==> src/rtl/dma_mem_arbiter_pkg.sv <==
// mem_arb_pkg: shared types and limits for the CPU/DMA memory arbiter.
package mem_arb_pkg;
  typedef enum logic [1:0] {IDLE, CPU_OWN, DMA_OWN} owner_t;
  typedef enum logic {TAG_CPU, TAG_DMA} tag_t;
  localparam int MAX_RD_LATENCY = 4;
endpackage

==> src/rtl/dma_mem_arbiter_if.sv <==
// dma_mem_arbiter_if: CPU, DMA and memory-port signals of the arbiter.
interface dma_mem_arbiter_if #(
  parameter int ADDR_WIDTH = 32,
  parameter int DATA_WIDTH = 32
);
  logic                  cpu_req, cpu_we, cpu_gnt, cpu_rvalid;
  logic [ADDR_WIDTH-1:0] cpu_addr;
  logic [DATA_WIDTH-1:0] cpu_wdata, cpu_rdata;
  logic                  dma_req, dma_we, dma_last, dma_gnt, dma_rvalid;
  logic [ADDR_WIDTH-1:0] dma_addr;
  logic [DATA_WIDTH-1:0] dma_wdata, dma_rdata;
  logic                  mem_en, mem_we;
  logic [ADDR_WIDTH-1:0] mem_addr;
  logic [DATA_WIDTH-1:0] mem_wdata, mem_rdata;
  logic                  dma_owner;
  modport slave (
    input  cpu_req, cpu_we, cpu_addr, cpu_wdata,
    input  dma_req, dma_we, dma_last, dma_addr, dma_wdata, mem_rdata,
    output cpu_gnt, cpu_rvalid, cpu_rdata, dma_gnt, dma_rvalid, dma_rdata,
    output mem_en, mem_we, mem_addr, mem_wdata, dma_owner
  );
  modport master (
    output cpu_req, cpu_we, cpu_addr, cpu_wdata,
    output dma_req, dma_we, dma_last, dma_addr, dma_wdata, mem_rdata,
    input  cpu_gnt, cpu_rvalid, cpu_rdata, dma_gnt, dma_rvalid, dma_rdata,
    input  mem_en, mem_we, mem_addr, mem_wdata, dma_owner
  );
endinterface

==> src/rtl/dma_mem_arbiter_rd_tag_pipe.sv <==
// rd_tag_pipe: read-return owner tag delay line matching the memory read latency.
module rd_tag_pipe
  import mem_arb_pkg::*;
#(
  parameter int DEPTH = 1
) (
  input  logic clk,
  input  logic rst_n,
  input  logic in_valid,
  input  tag_t in_tag,
  output logic out_valid,
  output tag_t out_tag
);
  logic [DEPTH-1:0] v, t;
  always_ff @(posedge clk or negedge rst_n)
    if (!rst_n) begin
      v <= '0;
      t <= '0;
    end else begin
      v <= (v << 1) | DEPTH'(in_valid);
      t <= (t << 1) | DEPTH'(in_tag);
    end
  assign out_valid = v[DEPTH-1];
  assign out_tag   = tag_t'(t[DEPTH-1]);
endmodule

==> src/rtl/dma_mem_arbiter.sv <==
// dma_mem_arbiter: shares the single-port data memory between CPU and DMA line engine.
module dma_mem_arbiter
  import mem_arb_pkg::*;
#(
  parameter int ADDR_WIDTH  = 32,
  parameter int DATA_WIDTH  = 32,
  parameter int BURST_BEATS = 16,
  parameter int RD_LATENCY  = 1
) (
  input logic clk,
  input logic rst_n,
  dma_mem_arbiter_if.slave bus
);
  localparam int CW = BURST_BEATS > 1 ? $clog2(BURST_BEATS) : 1;
  localparam logic [CW-1:0] CAP = CW'(BURST_BEATS - 1);
  localparam int PIPE_D = RD_LATENCY > MAX_RD_LATENCY ? MAX_RD_LATENCY : RD_LATENCY < 1 ? 1 : RD_LATENCY;
  owner_t                state, state_n;
  logic                  last_dma, cpu_gnt, dma_gnt, dma_end, en_q, we_q, rd_v;
  logic [CW-1:0]         beat_cnt;
  logic [ADDR_WIDTH-1:0] addr_q;
  logic [DATA_WIDTH-1:0] wdata_q;
  tag_t                  tag_q, rd_tag;
  assign cpu_gnt = state == CPU_OWN && bus.cpu_req;
  assign dma_gnt = state == DMA_OWN && bus.dma_req;
  // a dropped request ends ownership as well as dma_last or the line-length cap
  assign dma_end = !bus.dma_req || bus.dma_last || beat_cnt == CAP;
  always_comb
    state_n = state == CPU_OWN ? (bus.dma_req ? DMA_OWN : bus.cpu_req ? CPU_OWN : IDLE) :
              state == DMA_OWN ? (!dma_end ? DMA_OWN : bus.cpu_req ? CPU_OWN : bus.dma_req ? DMA_OWN : IDLE) :
              bus.cpu_req && (!bus.dma_req || last_dma) ? CPU_OWN : bus.dma_req ? DMA_OWN : IDLE;
  always_ff @(posedge clk or negedge rst_n)
    if (!rst_n) begin
      state    <= IDLE;
      last_dma <= 1'b0;
      beat_cnt <= '0;
      en_q     <= 1'b0;
      we_q     <= 1'b0;
      addr_q   <= '0;
      wdata_q  <= '0;
      tag_q    <= TAG_CPU;
    end else begin
      state    <= state_n;
      last_dma <= state == IDLE ? last_dma : state == DMA_OWN;
      beat_cnt <= state == DMA_OWN && !dma_end ? beat_cnt + 1'b1 : '0;
      en_q     <= cpu_gnt || dma_gnt;
      we_q     <= cpu_gnt ? bus.cpu_we : dma_gnt && bus.dma_we;
      addr_q   <= cpu_gnt ? bus.cpu_addr : dma_gnt ? bus.dma_addr : addr_q;
      wdata_q  <= cpu_gnt ? bus.cpu_wdata : dma_gnt ? bus.dma_wdata : wdata_q;
      tag_q    <= dma_gnt ? TAG_DMA : TAG_CPU;
    end
  rd_tag_pipe #(.DEPTH(PIPE_D)) u_pipe (
    .clk      (clk),
    .rst_n    (rst_n),
    .in_valid (en_q && !we_q),
    .in_tag   (tag_q),
    .out_valid(rd_v),
    .out_tag  (rd_tag)
  );
  assign bus.cpu_gnt    = cpu_gnt;
  assign bus.dma_gnt    = dma_gnt;
  assign bus.mem_en     = en_q;
  assign bus.mem_we     = we_q;
  assign bus.mem_addr   = addr_q;
  assign bus.mem_wdata  = wdata_q;
  assign bus.dma_owner  = state == DMA_OWN;
  assign bus.cpu_rvalid = rd_v && rd_tag == TAG_CPU;
  assign bus.dma_rvalid = rd_v && rd_tag == TAG_DMA;
  assign bus.cpu_rdata  = bus.mem_rdata;
  assign bus.dma_rdata  = bus.mem_rdata;
endmodule

==> src/flat_wrapper.sv <==
// flat-port wrapper written by rule: the top's interface ports become plain ports
module dma_mem_arbiter_flat import mem_arb_pkg::*;
#(
  parameter int ADDR_WIDTH  = 32,
  parameter int DATA_WIDTH  = 32,
  parameter int BURST_BEATS = 16,
  parameter int RD_LATENCY  = 1
)
  (clk, rst_n, bus_cpu_req, bus_cpu_we, bus_cpu_addr, bus_cpu_wdata, bus_dma_req, bus_dma_we, bus_dma_last, bus_dma_addr, bus_dma_wdata, bus_mem_rdata, bus_cpu_gnt, bus_cpu_rvalid, bus_cpu_rdata, bus_dma_gnt, bus_dma_rvalid, bus_dma_rdata, bus_mem_en, bus_mem_we, bus_mem_addr, bus_mem_wdata, bus_dma_owner);
  dma_mem_arbiter_if #(.ADDR_WIDTH(ADDR_WIDTH), .DATA_WIDTH(DATA_WIDTH)) bus_i ();
  input logic clk;
  input logic rst_n;
  input wire logic [$bits(bus_i.cpu_req)-1:0] bus_cpu_req;
  input wire logic [$bits(bus_i.cpu_we)-1:0] bus_cpu_we;
  input wire logic [$bits(bus_i.cpu_addr)-1:0] bus_cpu_addr;
  input wire logic [$bits(bus_i.cpu_wdata)-1:0] bus_cpu_wdata;
  input wire logic [$bits(bus_i.dma_req)-1:0] bus_dma_req;
  input wire logic [$bits(bus_i.dma_we)-1:0] bus_dma_we;
  input wire logic [$bits(bus_i.dma_last)-1:0] bus_dma_last;
  input wire logic [$bits(bus_i.dma_addr)-1:0] bus_dma_addr;
  input wire logic [$bits(bus_i.dma_wdata)-1:0] bus_dma_wdata;
  input wire logic [$bits(bus_i.mem_rdata)-1:0] bus_mem_rdata;
  output wire logic [$bits(bus_i.cpu_gnt)-1:0] bus_cpu_gnt;
  output wire logic [$bits(bus_i.cpu_rvalid)-1:0] bus_cpu_rvalid;
  output wire logic [$bits(bus_i.cpu_rdata)-1:0] bus_cpu_rdata;
  output wire logic [$bits(bus_i.dma_gnt)-1:0] bus_dma_gnt;
  output wire logic [$bits(bus_i.dma_rvalid)-1:0] bus_dma_rvalid;
  output wire logic [$bits(bus_i.dma_rdata)-1:0] bus_dma_rdata;
  output wire logic [$bits(bus_i.mem_en)-1:0] bus_mem_en;
  output wire logic [$bits(bus_i.mem_we)-1:0] bus_mem_we;
  output wire logic [$bits(bus_i.mem_addr)-1:0] bus_mem_addr;
  output wire logic [$bits(bus_i.mem_wdata)-1:0] bus_mem_wdata;
  output wire logic [$bits(bus_i.dma_owner)-1:0] bus_dma_owner;
  assign bus_i.cpu_req = bus_cpu_req;
  assign bus_i.cpu_we = bus_cpu_we;
  assign bus_i.cpu_addr = bus_cpu_addr;
  assign bus_i.cpu_wdata = bus_cpu_wdata;
  assign bus_i.dma_req = bus_dma_req;
  assign bus_i.dma_we = bus_dma_we;
  assign bus_i.dma_last = bus_dma_last;
  assign bus_i.dma_addr = bus_dma_addr;
  assign bus_i.dma_wdata = bus_dma_wdata;
  assign bus_i.mem_rdata = bus_mem_rdata;
  assign bus_cpu_gnt = bus_i.cpu_gnt;
  assign bus_cpu_rvalid = bus_i.cpu_rvalid;
  assign bus_cpu_rdata = bus_i.cpu_rdata;
  assign bus_dma_gnt = bus_i.dma_gnt;
  assign bus_dma_rvalid = bus_i.dma_rvalid;
  assign bus_dma_rdata = bus_i.dma_rdata;
  assign bus_mem_en = bus_i.mem_en;
  assign bus_mem_we = bus_i.mem_we;
  assign bus_mem_addr = bus_i.mem_addr;
  assign bus_mem_wdata = bus_i.mem_wdata;
  assign bus_dma_owner = bus_i.dma_owner;
  dma_mem_arbiter #(.ADDR_WIDTH(ADDR_WIDTH), .DATA_WIDTH(DATA_WIDTH), .BURST_BEATS(BURST_BEATS), .RD_LATENCY(RD_LATENCY)) u_core (.clk(clk), .rst_n(rst_n), .bus(bus_i));
endmodule
==> config.mk <==
export PLATFORM = sky130hd
export DESIGN_NAME = dma_mem_arbiter_flat
export DESIGN_NICKNAME = d
export VERILOG_FILES = /design/src/rtl/dma_mem_arbiter_pkg.sv /design/src/rtl/dma_mem_arbiter_if.sv /design/src/rtl/dma_mem_arbiter_rd_tag_pipe.sv /design/src/rtl/dma_mem_arbiter.sv /design/src/flat_wrapper.sv
export SDC_FILE = /design/constraint.sdc
export NUM_CORES = 1
export LEC_CHECK = 0
export BUFFER_PORTS_ARGS = -buffer_cell sky130_fd_sc_hd__buf_2
export CAP_MARGIN = 20
export CORE_AREA = 3 3 115 117
export CTS_BUF_LIST = sky130_fd_sc_hd__clkbuf_8
export DETAILED_ROUTE_END_ITERATION = 8
export DIE_AREA = 0 0 118 120
export PLACE_DENSITY = 0.66
export SLEW_MARGIN = 15
export SYNTH_ARGS = -nofsm -noshare
export SYNTH_HDL_FRONTEND = slang
export SYNTH_SLANG_ARGS = --single-unit
==> constraint.sdc <==
create_clock -name clk -period 1.84 [get_ports clk]
set_input_delay 0.276 -clock clk [delete_from_list [all_inputs] [get_ports clk]]
set_output_delay 0.276 -clock clk [all_outputs]
set_load 0.02 [all_outputs]
# Word level (Yosys, flattened, before mapping)
# Cells that the tools add are included.
# classes
n_reduce_logical	17
n_eq_ne	3
n_bitwise	1
add_sub_neg	1
muxes	15
# ops
cell	n
two-way mux 32 bit	4
two-way mux 2 bit	7
logical AND 1 bit	8
adder 4 x 1 -> 4 bit, second input constant	1
== test 4 bit, second input constant	1
logical OR 1 bit	4
two-way mux 4 bit	1
zero test 1 bit	3
two-way mux 1 bit	3
== test 2 x 1 -> 1 bit, second input constant	1
== test 2 bit, second input constant	1
zero test 2 bit	1
nonzero test 2 bit	1
NOT 1 bit	1
# word_totals
output_inout_bits	135
in_bits	167
wordCells	47
reg_bits	76

# Depth between registers and ports, before layout
# Gate-level depths: netlist (run 1).
# depth
word_depth	6
depth_mapped	6
ltp_nobuf	4

# Modules after synthesis
# From an unflattened synthesis (run 1), not the netlist that was laid out.
# hier_totals
cells_unflattened	389
area_unflattened_um2	3931.3
# by_module_without_submodules
mod	n_inst	cells_per_inst	seq_area_each_um2	area_each_um2
dma_mem_arbiter	1	387	1851.8	3881.2
rd_tag_pipe	1	2	50.0	50.0

# Worst setup path before layout (run 1)
# No wires, ideal clock.
# synth_path
path_type	reg-to-reg
start	register u_core.state[1]
end	register u_core.state[1]
required_time_ps	1717
t_arrival_ps	1195
path_buffers	0
setup_ps	123
period_less_slack_ps	1317
path_stages_with_launch	5
path_slack_ps	523
path_cell_list	dfrtp_1 -> nor2b_1 -> o21ba_2 -> o21ai_1 -> nand2_1
# synth_between
elab_chain_len	3
elab_cells_between_ends	4
cone_classes	eq/ne (2); mux (2)
# synth_rtl
element	line_no	text
start, declared	dma_mem_arbiter.sv:17	owner_t state, state_n;
start signal, assigned	dma_mem_arbiter.sv:42	state <= state_n;
== test 2 bit	n/a	
via bus_dma_owner	flat_wrapper.sv:33	output wire logic [$bits(bus_i.dma_owner)-1:0] bus_dma_owner;
two-way mux 2 bit	dma_mem_arbiter.sv:29	state == DMA_OWN ? (!dma_end ? DMA_OWN : bus.cpu_req ? CPU_OWN : bus.dma_req ? DMA_OWN : IDLE) :
two-way mux 2 bit	dma_mem_arbiter.sv:28	state_n = state == CPU_OWN ? (bus.dma_req ? DMA_OWN : bus.cpu_req ? CPU_OWN : IDLE) :
via u_core.state_n[1]	dma_mem_arbiter.sv:17	
# The timed path passes the listed nets, and every way through them passes these cells.
# A chain may end at the register's enable or synchronous reset.

# Worst setup path after layout (run 1)
# layout_path
start	register u_core.state[1]
end	output port bus_cpu_gnt
# layout_between
elab_chain_len	2
# layout_rtl
element	line_no	text
== test 2 x 1 -> 1 bit	dma_mem_arbiter.sv:23	assign cpu_gnt = state == CPU_OWN && bus.cpu_req;
logical AND 1 bit	dma_mem_arbiter.sv:23	
end, declared	flat_wrapper.sv:23	output wire logic [$bits(bus_i.cpu_gnt)-1:0] bus_cpu_gnt;
# No other way between the ends.

==> flow_summary.toml, run 1 <==
[logic_synthesis]
syn_inst = 455
synth_warnings = 0
ys_seq_elements = 76
netlist_area_um2 = 3940
ys_types = 25
avgSynthCellArea_um2 = 8.65
syn_nets = 623
ys_seq_area_share_pct = 48.3

[pwr]
power_per_cell_area_nw_per_um2 = 1510
irDropWorstVdd_uv = 484
p_leak_uw = 0.00240

[die]
coreArea_um2 = 12500
num_rows = 41
die_w_um = 118
die-area_um2 = 14200
die_height_um = 120
start_util_pct = 31.6
io_pins = 302

[setup_path]
critPathRequiredTime_ps = 1560
path_cells = "nand3b_4 -> inv_2 -> buf_2"
arrival_ps = 1360
worstReg2RegEnd = "u_core.bus.mem_addr[22]"
r2r_cells = 5
rrSetupSlack_ps = 310
crit_type = "reg2out"
cp-end-kind = "output pin"
max_stage_delay_ps = 450
cp_slowest_cell = "dfrtp_1"
critPathMaxFanout = 8
start_kind = "flip-flop"
rr_startpoint = "u_core.state[1]"

[clocking]
cts_buffer_depth = 2
cts-root-buf = "clkbuf_8"
cts_buffers = 9
clk_pin_slew_ps = 70
htree_levels = 3
cts_tree = "yes"
clock_latency_ps = 340
cts_resized = 0
cts.sinks = 76

[placement]
place_area_um2 = 4590
dp.cells = 747
dpl.hpwl_um = 8640
globalplace.congestion = 0.792
io_buffers = 205

[timing]
fmax_mhz = 611
finalCritPeriodShare_pct = 89.0
maxSlewViolCount = 0
slew_headroom_pct = 70.4
min_period_ps = 1640
finalClockSkew_ps = 6.81
whs_ps = 132
rsz0062_at_grt = "false"
setup_viol = 0
worstMarginPinSlew_ps = 444
hold_viol_final = 0
setup_tns_ps = 0

[layout]
syn_to_final_growth_pct = 21.6
post-route-cell-area_um2 = 4790
instances_no_fill = 764
diodes = 0
final_nets = 755
finish.utilization_pct = 38.4
drive_gt1_share_pct = 39.4

[drt]
drt-initial-drc-count = 148
first_pass_iters = 5
post-route-drc-count = 0
antenna_left = 0
routed_wl_um = 11000
wl_per_cell_um = 14.4
detailroute.via_count = 3512
viasPerCell = 4.60

[status]
status = "finished clean"

[global_route]
grt_usage_pct = 15.2
grt_max_degree = 70
grt-ovfl-total = 0
grt_pass1_vias = 3485
grt_pass1_wl_um = 17400
antenna_found_initial = 0

[hold_path]
hp-start = "bus_dma_last"
min_path_type = "in2reg"
min_path_cells = 2
min_to = "u_core.beat_cnt[2]"

[flow_run]
cap_violations = 0
## timing repair
item / in CTS / in global routing
buffers inserted: 0 / 0
hold buffers: 1 / 0
endpoints found under the hold margin: 33 / 0
## worst max-delay path by stage
stage	start	to	slack [ps]	cells after the start
3_5_place_dp	u_core.state[1]	u_core.bus.mem_addr[22]	320	5
2_1_floorplan	u_core.state[1]	u_core.state[1]	520	4
4_1_cts	u_core.state[1]	bus_cpu_gnt	170	3
3_3_place_gp	u_core.state[1]	u_core.bus.mem_addr[0]	400	5
6_report	u_core.state[1]	bus_cpu_gnt	200	3
5_1_grt	u_core.state[1]	bus_cpu_gnt	110	3
## power by group
part	switching, µW	internal [µW]	total (µW)	leakage, µW
clock network	593	594	1190	0.0000982
logic	2050	1150	3200	0.00144
registers	411	2420	2830	0.000861
## worst max-delay path: cells and delay by family, from the launching register on
| family | cells | cell delay [ps] |
|---|---|---|
| buf+inv | 2 | 360 |
| flops | 1 | 450 |
| simple gates | 1 | 210 |
## state kept, by name, indices dropped and copies added, names as in the netlist
name,cells
u_core.last_dma,1
u_core.bus.mem_addr,32
u_core.bus.mem_we,1
u_core.beat_cnt,4
u_core.bus.mem_en,1
u_core.tag_q,1
u_core.state,2
u_core.bus.mem_wdata,32
u_core.u_pipe.out_tag,1
u_core.u_pipe.out_valid,1
## per-layer routing
metal	track usage, %	part of all wire, %	vias up
li1	-	-	1687
met1	16.8	38	1613
met2	26.7	51	175
met3	4.76	8.2	37
met4	7.03	3.1	0
met5	0	0	-
## layout make-up
class / count / area [µm²]
Inverter: 4 / 15.0
Sequential cell: 76 / 1900
Multi-Input combinational cell: 283 / 1330
Clock inverter: 4 / 22.5
Tap cell: 172 / 215
Fill cell: 1335 / 7680
Clock buffer: 12 / 165
Timing Repair Buffer: 213 / 1140
## metrics by stage
step,power (µW),setup WS (ps)
final,7220,202
after global routing,7750,112
after CTS,7330,168
after detailed placement,6120,319
after global placement,6030,402
after floorplan,5090,523
## cell usage after synthesis, drive strengths merged
cell type / count / area [µm²]
and2: 2 / 12.5
a21oi: 1 / 5.00
inv: 4 / 15.0
nor2: 68 / 255
xnor2: 1 / 8.76
a311o: 1 / 10.0
a311oi: 1 / 8.76
nand3: 1 / 5.00
xor2: 1 / 8.76
buf: 92 / 698
nand3b: 2 / 40.0
o21ba: 1 / 10.0
o21ai: 2 / 10.0
ha: 1 / 12.5
nor2b: 4 / 25.0
nand2: 130 / 490
a31oi: 64 / 400
nor3: 1 / 5.00
a22o: 1 / 8.76
o22ai: 1 / 6.26
dfrtp: 76 / 1900
## cells in the final DEF (no fill, tap or decap)
cell type      netlist  final
a21oi_1              1      1
a22o_1               1      1
a311o_1              1      1
a311oi_1             1      1
a31oi_1             64     64
and2_1               2      2
buf_12               0      4
buf_2                9    204
buf_4               75      4
clkbuf_8             0     12
clkinv_2             0      3
clkinvlp_4           0      1
dfrtp_1             76     76
dlygate4sd3_1        0      1
ha_1                 1      1
inv_1                3      3
inv_2                1      1
nand2_1            129    129
nand2_4              0      1
nand3_1              1      1
nand3b_4             2      2
nor2_1              68     68
nor2b_1              4      4
nor3_1               1      1
o21ai_1              2      2
o21ba_2              1      1
o22ai_1              1      1
xnor2_1              1      1
xor2_1               1      1
## kinds of logic (layout without fill, tap and decap cells)
| kind of cell | Yosys count | after routing | synth area share (%) |
|---|---|---|---|
| buffers and inverters | 96 | 233 | 18.1 |
| AO/OA/AOI/OAI | 72 | 72 | 11.7 |
| flip-flops | 76 | 76 | 48.3 |
| XOR/XNOR | 2 | 2 | 0.445 |
| AND/OR/NAND/NOR | 208 | 208 | 21.2 |
| adder cells (fa/ha/maj) | 1 | 1 | 0.318 |
Power figures use the tool's default switching activity.
==> run 2: changes to the inputs <==
--- a/config.mk
+++ b/config.mk
@@ -7,11 +7,11 @@
 export LEC_CHECK = 0
 export BUFFER_PORTS_ARGS = -buffer_cell sky130_fd_sc_hd__buf_2
 export CAP_MARGIN = 20
-export CORE_AREA = 3 3 115 117
+export CORE_AREA = 3 3 117 119
 export CTS_BUF_LIST = sky130_fd_sc_hd__clkbuf_8
 export DETAILED_ROUTE_END_ITERATION = 8
-export DIE_AREA = 0 0 118 120
-export PLACE_DENSITY = 0.66
+export DIE_AREA = 0 0 120 122
+export PLACE_DENSITY = 0.67
 export SLEW_MARGIN = 15
 export SYNTH_ARGS = -nofsm -noshare
 export SYNTH_HDL_FRONTEND = slang
==> constraint.sdc (replaced) <==
create_clock -name clk -period 1.4 [get_ports clk]
set_input_delay 0.21 -clock clk [delete_from_list [all_inputs] [get_ports clk]]
set_output_delay 0.21 -clock clk [all_outputs]
set_load 0.02 [all_outputs]
==> run 2 against run 1 <==
  * The flow now finishes with violations (setup timing)
  * Global-route usage rose by 0.30 points
  * Combinational power up 52%
  * Clock skew decreased by 1.7 ps
  * Non-clock buffer count increased by 25
  * Highest routed layer unchanged
  * Total power rose by 46%
  * Critical path depth did not move
  * Critical endpoint is now bus_dma_owner
  * Largest cell class unchanged
  * Hold slack lost 85 ps
==> flow_summary.toml, run 2 (synthesized netlist as in run 1, its figures left out) <==
[pwr]
power_per_cell_area_nw_per_um2 = 1970
irDropWorstVdd_uv = 647
p_leak_uw = 0.00265

[setup_path]
cp-end-kind = "output pin"
critPathMaxFanout = 5
cp_slowest_cell = "dfrtp_2"
cp.depth = 3
start_kind = "flip-flop"
r2r_cells = 5
critPathRequiredTime_ps = 1190
arrival_ps = 1220
path_cells = "buf_4 -> nor2b_4 -> buf_6"
cp_top_family = "flip-flops"
max_stage_delay_ps = 450
crit_buf_inv = 2
crit_type = "reg2out"

[layout]
final_nets = 781
final_common_cell = "buf_2"
drive_gt1_share_pct = 42.4
layout_common_cells = "buf_2, nand2_1, dfrtp_1"
fill_cells = 1302
finish.utilization_pct = 42.2
diodes = 0
multi_input_area_um2 = 1370
syn_to_final_growth_pct = 35.8
final-seq-area_um2 = 1900
instances_no_fill = 790

[die]
io_pins = 302
die_height_um = 122
die_w_um = 120
start_util_pct = 31.1
die-area_um2 = 14600
coreArea_um2 = 12700
num_rows = 41

[drt]
antenna_left = 0
routed_wl_um = 13700
wl_per_cell_um = 17.3
detailroute.via_count = 3623
viasPerCell = 4.59
first_pass_iters = 4
drt-initial-drc-count = 152
post-route-drc-count = 0

[placement]
dp.cells = 750
io_buffers = 205
dpl.hpwl_um = 8650
globalplace.congestion = 0.755

[clocking]
cts-root-buf = "clkbuf_8"
clock_latency_ps = 360
cts_buffers = 9
htree_levels = 3
cts.sinks = 76
clk_pin_slew_ps = 80
cts_buffer_depth = 2
cts_tree = "yes"

[global_route]
grt-ovfl-total = 0
grt_pass1_vias = 3171
antenna_found_initial = 0
grt_max_degree = 77
grt_usage_pct = 15.5
grt_pass1_wl_um = 17400

[timing]
fin_ws_ps = -34.9
worstMarginPinSlew_ps = 421
slew_headroom_pct = 72.0
min_period_ps = 1430
finalCritPeriodShare_pct = 102
fmax_mhz = 697
maxSlewViolCount = 0
setup_tns_ps = -177
rsz0062_at_grt = "true"
hold_viol_final = 0
finalClockSkew_ps = 5.08
setup_viol = 16

[flow_run]
cap_violations = 0

[status]
status = "complete, but fails checks"
violations = "setup timing"

[hold_path]
min_path_cells = 2
min_path_type = "in2reg"
run 2: final cells by class:
type | count | area share, %
multi-input combinational | 284 | 25.6
sequential | 76 | 35.6
clock buffer | 12 | 3.09
inverter | 4 | 0.374
timing repair buffer | 238 | 30.0
clock inverter | 4 | 1.33
tap | 172 | 4.02
run 2: per-layer routing:
metal  wire [µm]  vias to the layer above  global-route usage [%]
met3        1280                       14                    5.43
li1            -                     1746                       -
met5           0                        -                       0
met4         171                        0                    6.01
met1        5050                     1657                    17.4
met2        7190                      206                    27.0
run 2: worst register-to-register path, stage by stage (launching register included):
cell and delay [ps]:
dfrtp_2 450, nand3b_4 180, buf_6 130, a311o_1 360, o21ai_1 90, o22ai_1 100
run 2: worst paths after layout:
kind	startpoint	endpoint	slack, ps
max	u_core.state[0]	bus_dma_owner	-30
min	bus_dma_last	u_core.beat_cnt[2]	50
max reg2reg	u_core.state[0]	u_core.state[0]	-30
min reg2reg	u_core.tag_q	u_core.u_pipe.out_tag	360
max in group asynchronous	rst_n	u_core.state[0]	640
min in group asynchronous	rst_n	u_core.bus.mem_wdata[28]	410
run 2: timing repair:
action | CTS | global route
pin swaps | 0 | 4
hold buffers | 1 | 0
hold endpoints to repair | 76 | 0
buffers inserted | 5 | 5
gates resized for setup | 13 | 17
cloned | 1 | 12
endpoints found under the setup margin | 3 | 66
run 2: power by group:
group,internal [µW],total (µW),switching (µW)
Combinational,1910,4870,2960
Clock,1140,1990,844
Sequential,3180,3710,525
run 2: through the flow:
step / hold slack (ps) / area, µm² / setup slack (ps) / total power, µW
final: 46.7 / 5350 / -34.9 / 10600
after global routing: 29.7 / 5350 / -96.6 / 11200
after CTS: 13.4 / 4990 / -48.7 / 10200
after detailed placement: 265 / 4640 / 55.7 / 8110
after global placement: 264 / 4640 / 102 / 8040
after floorplan: -85.6 / 3940 / 82.7 / 6690
